## src/rtl/decoder3x8_strobe.sv

```systemverilog
// decoder3x8_strobe: sequential 3-to-8 decoder.
// Codes arrive over valid/ready and are buffered in a small FIFO. Each code
// is replayed as a one-hot strobe for HOLD cycles. The strobe is followed by
// GAP idle cycles, during which out is zero.
module decoder3x8_strobe #(
  parameter int HOLD  = 4,   // cycles each one-hot pattern is held (>= 1)
  parameter int GAP   = 1,   // zero cycles after each hold (>= 0)
  parameter int DEPTH = 4    // FIFO entries (power of 2, >= 2)
) (
  input  logic       clk,
  input  logic       rst,
  input  logic       in_valid,
  input  logic [2:0] in_code,
  output logic       in_ready,
  output logic [7:0] out,
  output logic       out_valid,
  output logic       busy
);

  localparam int PTR_W   = $clog2(DEPTH);
  localparam int CNT_MAX = (HOLD > GAP) ? HOLD : GAP;
  localparam int CNT_W   = $clog2((CNT_MAX > 2) ? CNT_MAX : 2);

  localparam logic [CNT_W-1:0] CNT_ZERO  = {CNT_W{1'b0}};
  localparam logic [CNT_W-1:0] CNT_ONE   = CNT_W'(1);
  localparam logic [CNT_W-1:0] HOLD_LOAD = CNT_W'(HOLD - 1);
  localparam logic [CNT_W-1:0] GAP_LOAD  = (GAP > 0) ? CNT_W'(GAP - 1) : {CNT_W{1'b0}};
  localparam bit               HAS_GAP   = (GAP > 0);

  localparam logic [PTR_W-1:0] PTR_ONE   = PTR_W'(1);
  localparam logic [PTR_W:0]   CNT_FULL  = (PTR_W + 1)'(DEPTH);
  localparam logic [PTR_W:0]   FCNT_ONE  = (PTR_W + 1)'(1);
  localparam logic [PTR_W:0]   FCNT_ZERO = {(PTR_W + 1){1'b0}};

  typedef enum logic [1:0] {
    ST_IDLE  = 2'd0,
    ST_DRIVE = 2'd1,
    ST_GAP   = 2'd2
  } state_t;

  // Binary code to one-hot strobe. Every 3-bit value maps to exactly one bit.
  function automatic logic [7:0] decode_onehot(input logic [2:0] code);
    logic [7:0] pat;
    case (code)
      3'd0:    pat = 8'b0000_0001;
      3'd1:    pat = 8'b0000_0010;
      3'd2:    pat = 8'b0000_0100;
      3'd3:    pat = 8'b0000_1000;
      3'd4:    pat = 8'b0001_0000;
      3'd5:    pat = 8'b0010_0000;
      3'd6:    pat = 8'b0100_0000;
      3'd7:    pat = 8'b1000_0000;
      default: pat = 8'b0000_0000;
    endcase
    return pat;
  endfunction

  // FIFO state
  logic [2:0]       mem_q [DEPTH];
  logic [PTR_W-1:0] wr_ptr_q, wr_ptr_d;
  logic [PTR_W-1:0] rd_ptr_q, rd_ptr_d;
  logic [PTR_W:0]   count_q, count_d;

  // FSM / output state
  state_t           state_q, state_d;
  logic [CNT_W-1:0] cnt_q, cnt_d;
  logic [7:0]       out_q, out_d;
  logic             out_valid_q, out_valid_d;

  logic             full_s;
  logic             empty_s;
  logic             push_s;
  logic             pop_s;
  logic [2:0]       head_s;

  // A full FIFO refuses the push even when the FSM pops in the same cycle.
  assign full_s   = (count_q == CNT_FULL);
  assign empty_s  = (count_q == FCNT_ZERO);
  assign push_s   = in_valid && !full_s;
  assign head_s   = mem_q[rd_ptr_q];

  assign in_ready  = !full_s;
  assign out       = out_q;
  assign out_valid = out_valid_q;
  assign busy      = (state_q != ST_IDLE) || (count_q != FCNT_ZERO);

  // FIFO pointer and occupancy next-state
  always_comb begin
    wr_ptr_d = wr_ptr_q;
    rd_ptr_d = rd_ptr_q;
    count_d  = count_q;
    if (push_s) begin
      wr_ptr_d = wr_ptr_q + PTR_ONE;
    end else begin
      wr_ptr_d = wr_ptr_q;
    end
    if (pop_s) begin
      rd_ptr_d = rd_ptr_q + PTR_ONE;
    end else begin
      rd_ptr_d = rd_ptr_q;
    end
    case ({push_s, pop_s})
      2'b10:   count_d = count_q + FCNT_ONE;
      2'b01:   count_d = count_q - FCNT_ONE;
      default: count_d = count_q;
    endcase
  end

  // Sequencer next-state: load, hold, gap, and return to idle
  always_comb begin
    state_d     = state_q;
    cnt_d       = cnt_q;
    out_d       = out_q;
    out_valid_d = out_valid_q;
    pop_s       = 1'b0;
    case (state_q)
      ST_IDLE: begin
        if (!empty_s) begin
          pop_s       = 1'b1;
          out_d       = decode_onehot(head_s);
          out_valid_d = 1'b1;
          cnt_d       = HOLD_LOAD;
          state_d     = ST_DRIVE;
        end else begin
          out_d       = 8'h00;
          out_valid_d = 1'b0;
        end
      end
      ST_DRIVE: begin
        if (cnt_q != CNT_ZERO) begin
          cnt_d = cnt_q - CNT_ONE;
        end else if (HAS_GAP) begin
          out_d       = 8'h00;
          out_valid_d = 1'b0;
          cnt_d       = GAP_LOAD;
          state_d     = ST_GAP;
        end else if (!empty_s) begin
          // With no gap, the next pattern follows immediately.
          pop_s       = 1'b1;
          out_d       = decode_onehot(head_s);
          out_valid_d = 1'b1;
          cnt_d       = HOLD_LOAD;
          state_d     = ST_DRIVE;
        end else begin
          out_d       = 8'h00;
          out_valid_d = 1'b0;
          cnt_d       = CNT_ZERO;
          state_d     = ST_IDLE;
        end
      end
      ST_GAP: begin
        out_d       = 8'h00;
        out_valid_d = 1'b0;
        if (cnt_q != CNT_ZERO) begin
          cnt_d = cnt_q - CNT_ONE;
        end else if (!empty_s) begin
          pop_s       = 1'b1;
          out_d       = decode_onehot(head_s);
          out_valid_d = 1'b1;
          cnt_d       = HOLD_LOAD;
          state_d     = ST_DRIVE;
        end else begin
          cnt_d   = CNT_ZERO;
          state_d = ST_IDLE;
        end
      end
      default: begin
        out_d       = 8'h00;
        out_valid_d = 1'b0;
        cnt_d       = CNT_ZERO;
        state_d     = ST_IDLE;
      end
    endcase
  end

  // FIFO storage and pointers. Reset discards every queued code.
  always_ff @(posedge clk or posedge rst) begin
    if (rst) begin
      for (int i = 0; i < DEPTH; i++) begin
        mem_q[i] <= 3'd0;
      end
      wr_ptr_q <= {PTR_W{1'b0}};
      rd_ptr_q <= {PTR_W{1'b0}};
      count_q  <= FCNT_ZERO;
    end else begin
      if (push_s) begin
        mem_q[wr_ptr_q] <= in_code;
      end
      wr_ptr_q <= wr_ptr_d;
      rd_ptr_q <= rd_ptr_d;
      count_q  <= count_d;
    end
  end

  // Sequencer state, hold/gap counter and registered strobe outputs
  always_ff @(posedge clk or posedge rst) begin
    if (rst) begin
      state_q     <= ST_IDLE;
      cnt_q       <= CNT_ZERO;
      out_q       <= 8'h00;
      out_valid_q <= 1'b0;
    end else begin
      state_q     <= state_d;
      cnt_q       <= cnt_d;
      out_q       <= out_d;
      out_valid_q <= out_valid_d;
    end
  end

endmodule

```

## config.mk

```make
export PLATFORM = sky130hd
export DESIGN_NAME = decoder3x8_strobe
export DESIGN_NICKNAME = d
export VERILOG_FILES = /design/src/rtl/decoder3x8_strobe.sv
export SDC_FILE = /design/constraint.sdc
export NUM_CORES = 1
export LEC_CHECK = 0
export BUFFER_PORTS_ARGS = -buffer_cell sky130_fd_sc_hd__buf_2
export CAP_MARGIN = 25
export CELL_PAD_IN_SITES_DETAIL_PLACEMENT = 1
export CELL_PAD_IN_SITES_GLOBAL_PLACEMENT = 1
export CORE_ASPECT_RATIO = 2
export CORE_MARGIN = 10
export CORE_UTILIZATION = 50
export CTS_CLUSTER_SIZE = 30
export DETAILED_ROUTE_END_ITERATION = 10
export GPL_TIMING_DRIVEN = 0
export PLACE_DENSITY = 0.94
export SYNTH_ARGS = -nofsm -noshare
export SYNTH_HDL_FRONTEND = slang
export SYNTH_SLANG_ARGS = --single-unit
```

## constraint.sdc

```tcl
create_clock -name clk -period 6.4 [get_ports clk]
set_input_delay 0.64 -clock clk [delete_from_list [all_inputs] [get_ports clk]]
set_output_delay 0.64 -clock clk [all_outputs]
set_load 0.03 [all_outputs]
```

==> results.json, run 1 <==
{
  "status": "finished, final reports clean",
  "dieHeight_um": 97.66,
  "layout-drive-gt1-share_pct": 32.86,
  "cp_cell_sequence": "nor3_1 -> nand2_1 -> buf_2",
  "vias": 1016,
  "dp_slack_ns": 4.112,
  "portBuffers": 16,
  "htreeDepth": 2,
  "die_x_um": 58.83,
  "synthCells": 116,
  "critical_path.max_stage_delay_ns": 0.67,
  "fin_worst_skew_ns": 0.002855,
  "antenna_found_initial": 0,
  "cts_tree": "yes",
  "clk_latency_ns": 0.28,
  "postRouteAntennaNets": 0,
  "setup-violations-final": 0,
  "netlist_top_cells_count": "dfrtp_1, mux2_2, inv_1",
  "routed_via_density": 5.976,
  "seq_area_frac_synth_pct": 53.11,
  "slew_viol_final": 0,
  "ir_worst_vdd_v": 0.0002662,
  "post_cts_resized": 0,
  "synth_area_leader_cell": "dfrtp_1",
  "synth_edf_count": 0,
  "worst_pin_slew_ns": 0.7756,
  "drt_wl_total_mm": 3.302,
  "drtPass1Iterations": 4,
  "fp.dieArea_um2": 5745,
  "max-slew-margin-rel_pct": 47.90,
  "antenna_cells": 0,
  "initial_core_util_pct": 51.23,
  "syn_avg_cell_area_um2": 13.00,
  "synth_top_area_share_pct": 53.11,
  "syn-num-nets": 128,
  "grt_max_degree": 25,
  "fmax_ghz": 0.4318,
  "cts_root_buf": "clkbuf_8",
  "worstSetupStartpointType": "flop",
  "async_flop_share_pct": 100.0,
  "avgRoutedWirePerCell_um": 19.42,
  "final_nets": 152,
  "layout_setup_ws_ns": 4.084,
  "yosysMostFrequentCell": "dfrtp_1",
  "p_per_area_nw_per_um2": 578.7,
  "layout_worst_path_cycle_share_pct": 36.19,
  "coreArea_um2": 2943,
  "cts.clk_slew.worst_paths_ns": 0.06,
  "yosysUniqueCellTypes": 34,
  "rows": 28,
  "cts_setup_buffers": 0,
  "cts_sinks": 32,
  "rsz0062_at_grt": "false",
  "cts_buffer_depth": 2,
  "setup_tns_ns": 0,
  "synthTopCellsByArea": "dfrtp_1, mux2_2, mux4_2",
  "cap_violations": 0,
  "crit_slowest_cell": "nor3_1",
  "gr-total-overflow": 0,
  "cp_data_arrival_time_ns": 1.68,
  "finish.utilization_pct": 59.44,
  "critPathMaxFanout": 5,
  "ios": 17,
  "dp_cells": 163,
  "yosys_warnings": 0,
  "required_ns": 5.76,
  "hold_viol_final": 0,
  "final_cell_count_no_fill": 170,
  "syn_to_final_growth_pct": 16.02,
  "path_class": "reg2out",
  "grt_pass1_vias": 1192,
  "drt_iter0_drc": 17,
  "synth_flop_cell": "dfrtp_1",
  "numCtsBuffers": 5,
  "syn_area_um2": 1508,
  "synth_seq_cells": 32,
  "grt_use_total_pct": 13.06,
  "endpoint_kind": "primary output",
  "period_minus_slack_ns": 2.316,
  "gp_congestion": 0.7743,
  "hp-class": "in2async",
  "p_leak_nw": 0.8338,
  "drc": 0,
  "hold_buffers": 0,
  "grt_pass1_wl_mm": 5.775,
  "hpwlAfterDp_mm": 2.567,
  "total_power_mw": 1.012
}
==> cell usage in the layout, fill, tap and decap left out, types with 2 or more instances in the layout <==
master / instances
nand4_1: 2
dfrtp_1: 32
mux2_2: 12
nand2b_1: 3
o21ai_0: 3
buf_2: 16
a21oi_1: 3
o2bb2ai_1: 3
mux4_2: 3
nor2_1: 4
ha_1: 5
a21o_1: 2
xor2_1: 3
a32o_2: 3
nand2_1: 4
inv_1: 10
xnor2_1: 3
nand3_1: 4
clkbuf_8: 7
==> worst paths after layout <==
| path | from | end | slack, ns | depth (start not counted) |
|---|---|---|---|---|
| max | count_q[0]$_DFFE_PP0P_ | busy | 4.08 | 3 |
| min | rst | mem_q[0]$_DFFE_PP0P_ | 0.34 | 2 |
| max reg2reg | count_q[0]$_DFFE_PP0P_ | count_q[2]$_DFFE_PP0P_ | 4.12 | 9 |
| min reg2reg | out[3]$_DFFE_PP0N_ | out[3]$_DFFE_PP0N_ | 0.49 | 1 |
| max in group asynchronous | rst | state_q[1]$_DFFE_PP0P_ | 5.60 | 3 |
| min in group clk | out[3]$_DFFE_PP0N_ | out[3]$_DFFE_PP0N_ | 0.49 | 1 |
==> kinds of logic after synthesis <==
kind of cell               count (synthesis)  share of synthesized area (%)
AOI/OAI and AO/OA                         19                          9.875
xor gates and xnor gates                   6                          3.486
adders and majority gates                  7                          6.141
buffers and inverters                     12                          3.237
DFF                                       32                          53.11
muxes                                     17                          14.85
and+or+nand+nor                           23                          9.294
==> per-layer routing <==
metal	global-route usage, %	wire [µm]
met5	0	0
met2	21.95	1809
met4	7.993	106
met3	5.497	151
met1	12.24	1234
==> critical path, delay by kind of cell (launching register included) <==
| kind | cells | cell delay [ns] |
|---|---|---|
| buffers and inverters | 1 | 0.21 |
| flip-flops | 1 | 0.43 |
| AND/OR/NAND/NOR | 2 | 0.76 |
==> stage by stage <==
step / hold WS, ns / cell area [µm²]
detailed placement: 0.4751 / 1653
CTS: 0.3396 / 1749
floorplan: 0.4678 / 1508
finish: 0.3414 / 1749
global placement: 0.4682 / 1625
global route: 0.3538 / 1749
==> area by class of cell <==
cell class	count	area [µm²]
plain buffers	2	11.26
clock buffers	7	96.34
fillers	312	1194
inverters	10	37.54
multi-input cells	72	658.1
flip-flops and latches	32	800.8
well taps	30	37.54
repair buffers	17	107.6
==> state kept, by name, summed over array words and instances, names as in the netlist <==
register,count
mem_q,12
out,8
count_q,3
cnt_q,2
rd_ptr_q,2
state_q,2
wr_ptr_q,2
out_valid,1
==> power by group <==
part | total, mW | internal [mW] | switching (mW) | leakage [nW]
Sequential | 0.378 | 0.297 | 0.0810 | 0.393
Clock | 0.166 | 0.0957 | 0.0707 | 0.0503
Combinational | 0.468 | 0.209 | 0.259 | 0.390
Total | 1.01 | 0.602 | 0.410 | 0.834
Note: power is estimated with default switching activity, not from simulation.
==> run 2: changes to the inputs <==
- CORE_UTILIZATION: 50 -> 46
- PLACE_DENSITY: 0.94 -> 0.88
- clock period: 6.4 -> 2.3 ns (I/O delays scaled with it)
==> run 2 against run 1 <==
  * Clock power grew 140%
  * Largest power group unchanged
  * Critical path depth grew 5
  * Via count fell by 0.39%
  * Setup slack worse by 3.9 ns
  * Combinational power grew to 2.9 times the previous value
  * Non-clock buffer count up 1
  * Die area grew 6.3%
  * First-iteration DRC count fell by 29%
  * Design area grew 0.72%
==> results.json, run 2 (synthesized netlist as in run 1, its figures left out) <==
{
  "status": "finished, final reports clean",
  "drt_iter0_drc": 12,
  "hold_viol_final": 0,
  "switching_share_pct": 41.49,
  "endpoint_kind": "flop",
  "crit_start": "count_q[0]$_DFFE_PP0P_",
  "rsz0062_at_grt": "false",
  "final_nets": 153,
  "cts.clk_slew.worst_paths_ns": 0.06,
  "layout-drive-gt1-share_pct": 34.75,
  "p_clk_share_pct": 14.4,
  "grt_max_degree": 22,
  "endpoint": "count_q[2]$_DFFE_PP0P_",
  "critPathMaxFanout": 6,
  "postRouteAntennaNets": 0,
  "syn_to_final_growth_pct": 16.85,
  "reg2regPathDepth": 8,
  "worstSetupStartpointType": "flop",
  "largest_reg_flops": 12,
  "p_per_area_nw_per_um2": 1596,
  "grt_pass1_wl_mm": 5.789,
  "p_sw_mw": 1.167,
  "cts_buffer_depth": 2,
  "hp-class": "in2reg",
  "antenna_found_initial": 0,
  "ios": 17,
  "cap_violations": 0,
  "r2r_start": "count_q[0]$_DFFE_PP0P_",
  "vias": 1012,
  "avgRoutedWirePerCell_um": 19.98,
  "worst_pin_slew_ns": 0.5580,
  "layout_worst_path_cycle_share_pct": 94.00,
  "gr-total-overflow": 0,
  "reg2reg_slack_ns": 0.14,
  "p_int_mw": 1.645,
  "mostFrequentLayoutCell": "dfrtp_1",
  "hpwlAfterDp_mm": 2.696,
  "dieHeight_um": 101.0,
  "top_register": "mem_q",
  "routed_via_density": 5.884,
  "cp_data_arrival_time_ns": 2.37,
  "coreArea_um2": 3157,
  "seqPwrFrac_pct": 37.5,
  "drc": 0,
  "portBuffers": 16,
  "rows": 29,
  "die_x_um": 60.48,
  "ir_worst_vdd_v": 0.0007584,
  "cts_sinks": 32,
  "cts_root_buf": "clkbuf_8",
  "path_class": "reg2reg",
  "grt_use_total_pct": 12.50,
  "antenna_cells": 0,
  "p_leak_nw": 0.8359,
  "timing.hold.ws_ns": 0.2266,
  "htreeDepth": 2,
  "max-slew-margin-rel_pct": 62.76,
  "total_power_mw": 2.812,
  "worstReg2RegEnd": "count_q[2]$_DFFE_PP0P_",
  "initial_core_util_pct": 47.76,
  "comb_power_share_pct": 48.1,
  "fin_worst_skew_ns": 0.006895,
  "setup-violations-final": 0,
  "required_ns": 2.50,
  "fmax_ghz": 0.4626,
  "numCtsBuffers": 5,
  "slew_viol_final": 0,
  "period_minus_slack_ns": 2.162,
  "cts_tree": "yes",
  "final_cell_mix": "dfrtp_1, buf_2, mux2_2, inv_1",
  "drt_wl_total_mm": 3.436,
  "grt_pass1_vias": 1194,
  "fp.dieArea_um2": 6106,
  "drtPass1Iterations": 3,
  "gp_congestion": 0.7898,
  "clk_latency_ns": 0.29
}
==> run 2: cell types whose count changed in the layout (fill, tap and decap cells not counted), sizes merged <==
cell and change:
clkbuf -2, buf +1, dlygate4sd3 +1, clkinv +1
==> run 2: worst min-delay path by stage <==
stage / startpoint / endpoint / cells past startpoint
floorplan: rst / cnt_q[0]$_DFFE_PP0P_ / 1
global placement: out[6]$_DFFE_PP0N_ / out[6]$_DFFE_PP0N_ / 1
detailed placement: rst / mem_q[4]$_DFFE_PP0P_ / 2
CTS: in_code[2] / mem_q[2]$_DFFE_PP0P_ / 2
global route: in_code[2] / mem_q[5]$_DFFE_PP0P_ / 2
finish: in_code[2] / mem_q[2]$_DFFE_PP0P_ / 2
==> run 2: power by group through the flow <==
stage | Clock, mW | Combinational, mW | Sequential, mW
floorplan | 0 | 0.927 | 1.08
global placement | 0 | 1.21 | 1.03
detailed placement | 0 | 1.33 | 1.06
CTS | 0.417 | 1.35 | 1.05
global route | 0.441 | 1.48 | 1.10
finish | 0.404 | 1.35 | 1.06
==> run 2: timing repair <==
action	4_1_cts	5_1_grt
endpoints found under the setup margin	1	2
pin swaps	0	1
setup buffers	0	1
hold buffers	1	0
hold endpoints to repair	11	0
gates resized for setup	2	2
==> run 2: layout make-up <==
type | count | area [µm²]
Inverter | 10 | 37.54
Fill cell | 340 | 1395
Buffer | 1 | 7.507
Timing Repair Buffer | 19 | 125.1
Sequential cell | 32 | 800.8
Clock inverter | 1 | 5.005
Tap cell | 31 | 38.79
Clock buffer | 6 | 72.57
Multi-Input combinational cell | 72 | 674.4
==> run 2: worst max-delay path, cell delays in order, from the launching register on <==
cell	delay, ns
dfrtp_1	0.44
or3b_4	0.46
nand2_2	0.12
ha_1	0.19
inv_1	0.06
fa_1	0.37
xor2_1	0.15
nor2_1	0.13
xor2_1	0.16
==> run 2: per-stage QoR <==
stage | setup TNS, ns | cell area, µm² | worst slack [ns] | utilization [%] | instances
3_3_place_gp | 0 | 1627 | 0.07880 | 51.53 | 163
5_1_grt | 0 | 1762 | 0.02861 | 55.81 | 172
2_1_floorplan | 0 | 1508 | 0.02167 | - | 116
4_1_cts | 0 | 1747 | 0.03186 | 55.33 | 171
6_report | 0 | 1762 | 0.1381 | 55.81 | 172
3_5_place_dp | -0.02668 | 1654 | -0.02668 | 52.40 | 164
==> run 2: layer usage <==
layer,GRT usage [%],part of all wire (%)
met5,0,0
met2,22.53,58
met3,4.040,4.0
met1,11.71,34
met4,6.452,3.1
==> run 3: changes to the inputs <==
- CORE_UTILIZATION: 46 -> 30
- PLACE_DENSITY: 0.88 -> 0.65
==> run 3 against run 2 <==
  * Design area grew 3.6%
  * Clock-buffer cell count stayed put
  * Routed wire length is 2.6% lower
  * Die area is 38% higher
  * Combinational power shrank 3%
  * Via count rose by 1.2%
  * Global-route usage shrank 4.1 points
  * Utilization shrank 18 points
  * Critical endpoint unchanged
  * Largest power group unchanged
==> results.json, run 3 (synthesized netlist as in run 1, its figures left out) <==
{
  "status": "finished, final reports clean",
  "grt_max_degree": 26,
  "gp_congestion": 0.6927,
  "timing.hold.ws_ns": 0.2347,
  "cts_sinks": 32,
  "fp.dieArea_um2": 8433,
  "antenna_found_initial": 0,
  "fmax_ghz": 0.4634,
  "top_register": "mem_q",
  "hpwlAfterDp_mm": 2.648,
  "drt_wl_total_mm": 3.346,
  "worstSetupStartpointType": "flop",
  "cp_cell_sequence": "o21a_2 -> nor3_4 -> ha_1 -> inv_1 -> fa_1 -> xor2_1 -> nor2_1 -> xor2_1",
  "critical_path.max_stage_delay_ns": 0.46,
  "dp_slack_ns": -0.009157,
  "drtPass1Iterations": 2,
  "die_x_um": 70.13,
  "cts.clk_slew.worst_paths_ns": 0.07,
  "portBuffers": 16,
  "slew_viol_final": 0,
  "regArea_um2": 800.8,
  "setup-violations-final": 0,
  "syn_to_final_growth_pct": 21.08,
  "hp-class": "in2reg",
  "routed_via_density": 5.146,
  "critPathMaxFanout": 8,
  "cp_data_arrival_time_ns": 2.36,
  "initial_core_util_pct": 30.99,
  "ir_worst_vdd_v": 0.0007782,
  "numCtsBuffers": 5,
  "rsz0062_at_grt": "false",
  "layout_worst_path_cycle_share_pct": 93.83,
  "htreeDepth": 2,
  "cts_root_buf": "clkbuf_8",
  "final_nets": 153,
  "cap_violations": 0,
  "vias": 1024,
  "p_leak_nw": 0.8509,
  "worst_pin_slew_ns": 0.5591,
  "avgRoutedWirePerCell_um": 16.81,
  "hold_viol_final": 0,
  "fill_cells": 537,
  "mostFrequentLayoutCell": "dfrtp_1",
  "max-slew-margin-rel_pct": 62.59,
  "dieHeight_um": 120.3,
  "fin_worst_skew_ns": 0.004630,
  "grt_pass1_wl_mm": 5.733,
  "layout-drive-gt1-share_pct": 35.92,
  "postRouteAntennaNets": 0,
  "period_minus_slack_ns": 2.158,
  "grt_use_total_pct": 8.372,
  "drc": 0,
  "rows": 36,
  "layout_setup_ws_ns": 0.1419,
  "total_power_mw": 2.892,
  "drt_iter0_drc": 24,
  "crit_slowest_cell": "dfrtp_1",
  "crit_top_cell": "xor2_1",
  "required_ns": 2.51,
  "clk_latency_ns": 0.28,
  "p_per_area_nw_per_um2": 1584,
  "endpoint_kind": "flop",
  "final_cell_mix": "dfrtp_1, buf_2, mux2_2, inv_1",
  "antenna_cells": 0,
  "ios": 17,
  "cts_buffer_depth": 2,
  "multi_input_area_um2": 675.6,
  "coreArea_um2": 4865,
  "path_class": "reg2reg",
  "largest_reg_flops": 12,
  "grt_pass1_vias": 1164,
  "cts_tree": "yes",
  "gr-total-overflow": 0
}
## run 3: cell types whose count changed in the layout (fill, tap and decap cells not counted)
cell       before  now
o21a_2          0    1
bufinv_16       0    1
o21a_1          1    0
## run 3: layout make-up
type | count | share of cell area [%]
repair buffers | 19 | 6.854
flip-flops and latches | 32 | 43.87
multi-input cells | 72 | 37.01
well taps | 57 | 3.907
clock inverters | 2 | 1.919
clock buffers | 6 | 3.975
plain buffers | 1 | 0.4112
inverters | 10 | 2.056
## run 3: power by group
group | switching, mW | internal (mW)
combinational | 0.705 | 0.607
clock | 0.206 | 0.321
sequential | 0.226 | 0.827
## run 3: layer usage
metal	vias to the layer above	track usage [%]	share of wire, %
li1	469	-	-
met1	534	7.509	35
met2	16	16.57	60
met3	5	2.457	3.4
met4	0	3.350	1.4
met5	-	0	0
## run 3: stage by stage
step | setup TNS [ns] | cells | util, % | area, µm²
final | 0 | 199 | 37.53 | 1826
after global routing | 0 | 199 | 37.53 | 1826
after CTS | 0 | 199 | 37.37 | 1818
after detailed placement | -0.009157 | 190 | 34.67 | 1687
after global placement | 0 | 189 | 34.10 | 1659
after floorplan | 0 | 116 | - | 1508
## run 3: what timing repair did
item,4_1_cts,5_1_grt
endpoints found under the setup margin,1,1
hold endpoints to repair,7,0
hold buffers,1,0
pin swaps,0,1
resized for setup,3,2
buffers inserted,0,1
## run 3: path summary, 6_finish.rpt
path,startpoint,to,slack [ns],cells past startpoint
max reg2reg,cnt_q[0]$_DFFE_PP0P_,count_q[2]$_DFFE_PP0P_,0.14,8
min reg2reg,out[7]$_DFFE_PP0N_,out[7]$_DFFE_PP0N_,0.49,1
max in group asynchronous,rst,mem_q[3]$_DFFE_PP0P_,1.37,4
max,cnt_q[0]$_DFFE_PP0P_,count_q[2]$_DFFE_PP0P_,0.14,8
min in group asynchronous,rst,cnt_q[0]$_DFFE_PP0P_,0.47,3
min,in_code[2],mem_q[11]$_DFFE_PP0P_,0.23,2
## run 3: critical path, delay by kind of cell (launching register included)
| family | cells | cell delay (ns) |
|---|---|---|
| DFF | 1 | 0.46 |
| xor gates and xnor gates | 2 | 0.30 |
| AOI/OAI and AO/OA | 1 | 0.30 |
| adders and majority gates | 2 | 0.59 |
| buffers and inverters | 1 | 0.06 |
| and+or+nand+nor | 2 | 0.37 |
